--- src/rtl/reset_sequencer.sv ---
// Power-up reset sequencer for NUM_CH clock sources: pulses pll_rst, waits for lock, then staggers domain resets.
// Optional macro RSTSEQ_LOCK_FILTER_EN: lock loss in RELEASE/RUN needs 4 consecutive synchronised-low cycles.
module reset_sequencer #(
  parameter int NUM_CH         = 4,
  parameter int HOLD_CYCLES    = 16,
  parameter int TIMEOUT_CYCLES = 4096,
  parameter int MAX_RETRY      = 3
) (
  input  logic              clk_50M,
  input  logic              rst,
  input  logic [NUM_CH-1:0] lock_in,
  input  logic [NUM_CH-1:0] ch_en,
  input  logic              restart,
  output logic [NUM_CH-1:0] pll_rst,
  output logic [NUM_CH-1:0] rst_out_n,
  output logic              all_ready,
  output logic              fault,
  output logic [3:0]        retry_cnt
);

  localparam int HW = (HOLD_CYCLES > 1) ? $clog2(HOLD_CYCLES) : 1;
  localparam int TW = (TIMEOUT_CYCLES > 1) ? $clog2(TIMEOUT_CYCLES) : 1;
  localparam logic [HW-1:0] HOLD_MAX = HW'(HOLD_CYCLES - 1);
  localparam logic [TW-1:0] TMO_MAX  = TW'(TIMEOUT_CYCLES - 1);

  typedef enum logic [2:0] {
    ASSERT_PLL,
    WAIT_LOCK,
    RELEASE,
    RUN,
    FAULT
  } state_t;

  state_t            state, state_d;
  logic [NUM_CH-1:0] lock_meta, lock_sync;
  logic [NUM_CH-1:0] en_q, en_d;
  logic [HW-1:0]     hold_cnt, hold_d, hold_inc;
  logic [TW-1:0]     tmo_cnt, tmo_d, tmo_inc;
  logic [3:0]        retry_d;
  logic [NUM_CH-1:0] rel_d, pending, first;
  logic [NUM_CH-1:0] pll_d, rst_out_d;
  logic              locked, lost;

  always_ff @(posedge clk_50M) begin
    if (rst) begin
      lock_meta <= '0;
      lock_sync <= '0;
    end else begin
      lock_meta <= lock_in;
      lock_sync <= lock_meta;
    end
  end

  assign locked = &(lock_sync | ~en_q);

`ifdef RSTSEQ_LOCK_FILTER_EN
  // Per channel count of preceding consecutive low cycles, saturating at 3; loss on the 4th low cycle.
  logic [1:0]        low_cnt [NUM_CH];
  logic [NUM_CH-1:0] low_long;

  always_ff @(posedge clk_50M) begin
    for (int unsigned i = 0; i < NUM_CH; i++) begin
      if (rst || lock_sync[i])
        low_cnt[i] <= '0;
      else if (low_cnt[i] != 2'd3)
        low_cnt[i] <= low_cnt[i] + 2'd1;
    end
  end

  always_comb begin
    low_long = '0;
    for (int unsigned i = 0; i < NUM_CH; i++)
      low_long[i] = !lock_sync[i] && (low_cnt[i] == 2'd3);
  end

  assign lost = |(en_q & low_long);
`else
  assign lost = |(en_q & ~lock_sync);
`endif

  assign hold_inc = (hold_cnt == HOLD_MAX) ? hold_cnt : hold_cnt + HW'(1);
  assign tmo_inc  = (tmo_cnt == TMO_MAX) ? tmo_cnt : tmo_cnt + TW'(1);
  assign pending  = en_q & ~rst_out_n;

  always_comb begin
    first = '0;
    for (int unsigned i = 0; i < NUM_CH; i++)
      if (pending[i] && (first == '0))
        first[i] = 1'b1;
  end

  always_comb begin
    state_d = state;
    hold_d  = hold_cnt;
    tmo_d   = tmo_cnt;
    retry_d = retry_cnt;
    en_d    = en_q;
    rel_d   = rst_out_n;
    case (state)
      ASSERT_PLL: begin
        en_d = ch_en;
        if (hold_cnt == HOLD_MAX) begin
          state_d = WAIT_LOCK;
          hold_d  = '0;
          tmo_d   = '0;
        end else begin
          hold_d = hold_inc;
        end
      end
      WAIT_LOCK: begin
        if (locked) begin
          state_d = RELEASE;
          hold_d  = '0;
        end else if (tmo_cnt == TMO_MAX) begin
          tmo_d = '0;
          if (retry_cnt < 4'(MAX_RETRY)) begin
            retry_d = retry_cnt + 4'd1;
            state_d = ASSERT_PLL;
            hold_d  = '0;
          end else begin
            state_d = FAULT;
          end
        end else begin
          tmo_d = tmo_inc;
        end
      end
      RELEASE: begin
        if (lost) begin
          state_d = ASSERT_PLL;
          hold_d  = '0;
        end else if (pending == '0) begin
          state_d = RUN;
        end else if (hold_cnt == HOLD_MAX) begin
          rel_d  = rst_out_n | first;
          hold_d = '0;
        end else begin
          hold_d = hold_inc;
        end
      end
      RUN: begin
        if (lost || restart) begin
          state_d = ASSERT_PLL;
          hold_d  = '0;
          retry_d = '0;
        end
      end
      FAULT: begin
        if (restart) begin
          state_d = ASSERT_PLL;
          hold_d  = '0;
          retry_d = '0;
        end
      end
      default: begin
        state_d = ASSERT_PLL;
        hold_d  = '0;
      end
    endcase
  end

  // Outputs are registered from the next state so they change on the same edge as the state.
  always_comb begin
    pll_d     = '0;
    rst_out_d = '0;
    case (state_d)
      ASSERT_PLL:   pll_d     = ch_en;
      FAULT:        pll_d     = en_d;
      RELEASE, RUN: rst_out_d = rel_d;
      default:      pll_d     = '0;
    endcase
  end

  always_ff @(posedge clk_50M) begin
    if (rst) begin
      state     <= ASSERT_PLL;
      hold_cnt  <= '0;
      tmo_cnt   <= '0;
      en_q      <= '1;
      pll_rst   <= '1;
      rst_out_n <= '0;
      all_ready <= 1'b0;
      fault     <= 1'b0;
      retry_cnt <= '0;
    end else begin
      state     <= state_d;
      hold_cnt  <= hold_d;
      tmo_cnt   <= tmo_d;
      en_q      <= en_d;
      pll_rst   <= pll_d;
      rst_out_n <= rst_out_d;
      all_ready <= (state_d == RUN);
      fault     <= (state_d == FAULT);
      retry_cnt <= retry_d;
    end
  end

endmodule

--- config.mk ---
export PLATFORM = sky130hd
export DESIGN_NAME = reset_sequencer
export DESIGN_NICKNAME = d
export VERILOG_FILES = /design/src/rtl/reset_sequencer.sv
export SDC_FILE = /design/constraint.sdc
export NUM_CORES = 1
export LEC_CHECK = 0
export CORE_MARGIN = 2
export CORE_UTILIZATION = 45
export CTS_CLUSTER_SIZE = 12
export DETAILED_ROUTE_END_ITERATION = 7
export GPL_ROUTABILITY_DRIVEN = 0
export PLACE_DENSITY = 0.72
export SLEW_MARGIN = 20
export SYNTH_ARGS = -nofsm -noshare
export SYNTH_HDL_FRONTEND = slang
export SYNTH_SLANG_ARGS = --single-unit
export TNS_END_PERCENT = 20
--- constraint.sdc ---
create_clock -name clk_50M -period 2.4 [get_ports clk_50M]
set_clock_uncertainty 0.2 [all_clocks]
set_input_delay 0.72 -clock clk_50M [delete_from_list [all_inputs] [get_ports clk_50M]]
set_output_delay 0.72 -clock clk_50M [all_outputs]
set_load 0.005 [all_outputs]
======== Word-level counts from Yosys, hierarchy flattened ========
Cells that the tools add are included.
storage, ports and cells
  register bits ........................... 45
  input bits .............................. 11
  output and inout port bits .............. 14
operators by class
  add/sub/neg operators ................... 3
  $lt $le $gt $ge ......................... 1
  eq/ne operators ......................... 18
  multiplexer cells ....................... 32
  bitwise logic cells ..................... 11
  reduce and logical (&&, ||, !) cells .... 19
operator list
  operator                 number
  $mux W4                  12
  $mux W12                 3
  $mux W3                  8
  $pmux W12 S2             1
  $pmux W4 S5              1
  $pmux W3 S5              1
  $add A12 B1 Y12 const B  1
  $eq A12 B12 Y1 const B   1
  $eq A3 B2 Y1 const B     4
  $ne A2 B2 Y1 const B     6
  $not A4 Y4               3
  $pmux W4 S3              1
  $logic_not A3 Y1         3
  $ne A3 B3 Y1 const B     3
  $add A4 B1 Y4 const B    2
  $and A4 B4 Y4            2
  $or A4 B4 Y4             2
  $pmux W4 S2              1
  $reduce_and A4 Y1        2
  $eq A3 B3 Y1 const B     2
  $reduce_and A6 Y1        1
  $reduce_and A5 Y1        1
  $eq A4 B4 Y1 const B     1
  $logic_not A4 Y1         1
  12 further kinds         21

======== Logic depth before layout (Yosys ltp) ========
  depth after elaboration ................. 13
  gate-level depth with buffers ........... 8
  gate-level depth less buffers ........... 7

======== Worst setup path after synthesis ========
Ideal clock, no wire load.
  path kind ............................... reg2reg
  from .................................... reg tmo_cnt[0]
  to ...................................... reg retry_cnt[0]
  library setup time ...................... 0.128 ns
  arrival time ............................ 1.865 ns
  required time ........................... 2.072 ns
  setup slack ............................. 0.207 ns
  stages on the path, launching flop included .. 8
  buffers on the path ..................... 0
  period minus slack after synthesis ...... 2.193 ns
  path through ............................ dfxtp_1 > ha_1 > and4_1 > nand4_1 > or4_4 > a22oi_4 > mux2i_1 > nor2_1
between the ends
  word-level cells in the longest chain between the ends .. 3
RTL lines
  element                      line  source
  start: declaration           38    logic [TW-1:0] tmo_cnt, tmo_d, tmo_inc;
  start signal: assignment     187   tmo_cnt <= tmo_d;
  $eq A12 B12 Y1               114   end else if (tmo_cnt == TMO_MAX) begin
  $ne A2 B2 Y1 (no line)       -
  $reduce_and A6 Y1 (no line)  -
  end signal: assignment       193   retry_cnt <= retry_d;
  end: declaration             18    output logic [3:0] retry_cnt
Every way passes these cells.
A chain may end at the register's enable or synchronous reset.

======== Worst setup path after layout ========
  from .................................... in restart
  to ...................................... reg pll_rst[1]
between the ends
  word-level cells in the longest chain between the ends .. 5
RTL lines
  element                                                  line  source
  start: declaration                                       13    input logic restart,
  $logic_or A1 B1 Y1                                       141   if (lost || restart) begin
  $mux W3                                                  141
  $pmux W3 S5 *                                            99    case (state)
  $eq A3 B3 Y1 / $logic_not A3 Y1 (equally long branches)  165   case (state_d)
  $pmux W4 S2 *                                            165
  end signal: assignment                                   189   pll_rst <= pll_d;
  end: declaration                                         14    output logic [NUM_CH-1:0] pll_rst,
Mark *: on every way between the ends. The rest lies on a longest branch, timed or not.

==> key figures <==
Global routing
  • Pin count of the biggest net entering global routing: 19
  • Vias in the first global route: 1539
  • Initial antenna violation count: 0
  • Grt ovf: 0
  • GR Util All Layers: 17.1%
  • First-pass GRT wire length: 6930 um

Flow run
  • # Max-Cap Violations: 0

Floorplanning
  • Die X-Extent: 71.5 um
  • Core Box Area: 0.00438 mm^2
  • IO Pins: 25
  • Initial Utilization: 46.7%
  • Die height: 71.5 um
  • FP Rows: 24
  • Die area: 0.00511 mm^2

STA
  • Final period util: 92.9%
  • Max_slew headroom: 75.1%
  • RSZ-0062 raised after global routing: no
  • Sum Neg Setup Slack: 0 ps
  • Post-layout min period: 2230 ps
  • Worst Tran Pin Value: 368 ps
  • Setup Viol. Count Final: 0
  • FMAX: 448 MHz
  • Hold Vio Cnt, Final: 0
  • Slew Limit Fails: 0

Synth
  • YS warnings: 0
  • Area contributors post-synth: dfxtp_1 44%, nor2_1 4.2%, nand2b_1 4.0%
  • Yosys reg bits: 45
  • EDFF count, synth: 0
  • Primary FF master, synth: dfxtp_1
  • Syn avg cell area: 9.66 um^2
  • Syn_nets: 226
  • Count leader, synth: dfxtp_1
  • Ys async rst share: 0%
  • Post-Synthesis Cells: 212
  • Netlist area before placement: 0.00205 mm^2
  • Top-area cell type share of the netlist area: 44.0%
  • Synth unique cells: 55
  • Register area share after synthesis: 44.0%
  • Synth area leader: dfxtp_1
  • Post-synth top cells: 45 x dfxtp_1, 23 x nor2_1, 13 x nand2b_1

Route
  • Vias per cell: 5.48
  • First-pass iteration count of the detailed router: 4
  • Post-route ant nets: 0
  • WL/cell: 13.4 um
  • DR iter-0 viols: 86
  • DR vias: 1644
  • Total detailed-routing wirelength: 4020 um
  • DRC: 0

Worst setup path
  • Slowest cell on the critical path: clkdlybuf4s50_1
  • WP depth: 5
  • Worst setup SP type: primary input
  • Crit path buf inv count: 1
  • Reg2reg end: retry_cnt[0]
  • Reg2Reg Setup Slack: 200 ps
  • R2R depth: 7
  • Crit-path max FO: 4
  • R2r startpoint: tmo_cnt[0]
  • CP cell instances: clkdlybuf4s50_1 > and2_1 > a2111o_1 > nor4b_4 > a221o_1
  • Crit path kind: in2reg
  • Crit path DAT: 2230 ps
  • CP endpoint kind: flop
  • CP top delay family: compound AO/OA/AOI/OAI gates
  • Max incr delay on CP: 430 ps
  • Required @ worst endpoint: 2400 ps

Clock tree
  • H-tree Lvls: 2
  • Later-pin clock latency in the skew report: 300 ps
  • Hold_buf cts: 0
  • Num CTS Buffers: 5
  • Clock-pin slew on the worst setup and hold paths: 90 ps
  • Root Buffer: clkbuf_8
  • CTS Buffer Depth: 2
  • CTS tree: yes
  • Clock Sink Count: 45

Pwr
  • Leakage: 0.00101 uW
  • Power Density: 530 mW/mm^2
  • Tot Pwr: 1320 uW
  • Worst vdd ir: 0.288 mV

Hold path
  • Hold_sp: lock_meta[1]
  • Hold Crit Depth: 1
  • Hold EP: lock_sync[1]
  • Hold crit path type: reg2reg

Layout
  • Post-route insts no fill: 300
  • Area Overhead vs Synth: 21.7%
  • Layout cell share with drive strength beyond 1: 13.3%
  • Ant diodes: 0
  • Final net count: 261

Placed design
  • IO Port Bufs: 24
  • HPWL Detailed: 2930 um
  • Dpl cells: 292

Status
  • Status: complete, no violations
[metrics by stage]
stage          setup WS, ps  area, um^2  utilization [%]  hold WS (ps)
6_report                169        2490             56.8           238
5_1_grt                 122        2490             56.8           260
4_1_cts                 145        2490             56.8           242
3_5_place_dp           -151        2400             54.8           220
3_3_place_gp           -135        2400             54.8           224
2_1_floorplan           207        2050                -           214
[worst register-to-register path: stages (launching register included)]
cell and delay [ps]:
dfxtp_1 350, ha_1 180, and4_1 230, nand4_1 170, or4_4 460, a22oi_4 240, mux2i_1 210, nor2_1 50
[power breakdown]
group / internal (uW) / total [uW] / leakage [uW] / switching [uW]
Sequential: 764 / 775 / 0.000367 / 11.1
Clock: 206 / 471 / 0.0000445 / 265
Combinational: 44.4 / 75.7 / 0.000599 / 31.3
Total: 1010 / 1320 / 0.00101 / 307
[area by class of cell]
| cell class | instances | area, um^2 |
|---|---|---|
| sequential | 45 | 901 |
| tap | 52 | 65.1 |
| timing repair buffer | 37 | 338 |
| inverter | 3 | 11.3 |
| clock buffer | 5 | 68.8 |
| fill | 389 | 1890 |
| multi-input combinational | 155 | 1090 |
| clock inverter | 3 | 21.3 |
[worst max-delay path by stage]
| stage | start | endpoint | slack, ps |
|---|---|---|---|
| after floorplan | tmo_cnt[0] | retry_cnt[0] | 210 |
| after global placement | restart | pll_rst[2] | -140 |
| after detailed placement | restart | pll_rst[1] | -150 |
| after CTS | hold_cnt[0] | tmo_cnt[10] | 150 |
| after global routing | hold_cnt[0] | tmo_cnt[10] | 120 |
| final | restart | pll_rst[1] | 170 |
[what timing repair did]
action	4_1_cts	5_1_grt
setup buffers	0	0
endpoints found under the setup margin	0	5
gates resized for setup	0	1
[placed cells by master, fill, tap and decap left out, types with 3 or more instances in the layout]
| master | count |
|---|---|
| dfxtp_1 | 45 |
| clkdlybuf4s50_1 | 24 |
| nor2_1 | 23 |
| nand2b_1 | 13 |
| buf_4 | 13 |
| nor2b_1 | 12 |
| nand2_1 | 11 |
| a21oi_1 | 9 |
| nand4_1 | 7 |
| xor2_1 | 7 |
| and2_1 | 5 |
| clkbuf_8 | 5 |
| nand3_1 | 4 |
| o21ai_0 | 4 |
| and4_1 | 4 |
| mux2i_1 | 4 |
| and3_1 | 4 |
| a221o_1 | 4 |
| inv_1 | 3 |
| ha_1 | 3 |
[metal layers]
| layer | part of all wire, % | vias to the layer above | wire length (um) | global-route usage (%) |
|---|---|---|---|---|
| met5 | 0 | - | 0 | 0 |
| met4 | 1.7 | 0 | 67 | 7.13 |
| met3 | 4.6 | 7 | 187 | 5.34 |
| met2 | 45 | 40 | 1800 | 25.8 |
| met1 | 49 | 761 | 1970 | 22.8 |
| li1 | - | 836 | - | - |
[cells by family after synthesis]
kind of cell	after synthesis	synth area share (%)
compound gates	39	15.9
xor+xnor	9	3.85
fa+ha+maj	3	1.83
buf+inv	12	2.99
flops	45	44.0
mux	4	1.95
simple gates	100	29.4
[registers in the layout, indices dropped and copies added, names as in the netlist]
name and cells:
en_q 4, fault 1, all_ready 1, pll_rst 4, hold_cnt 4, lock_sync 4, tmo_cnt 12, lock_meta 4
state 3, retry_cnt 4, rst_out_n 4
(Power assumes the default switching activity.)
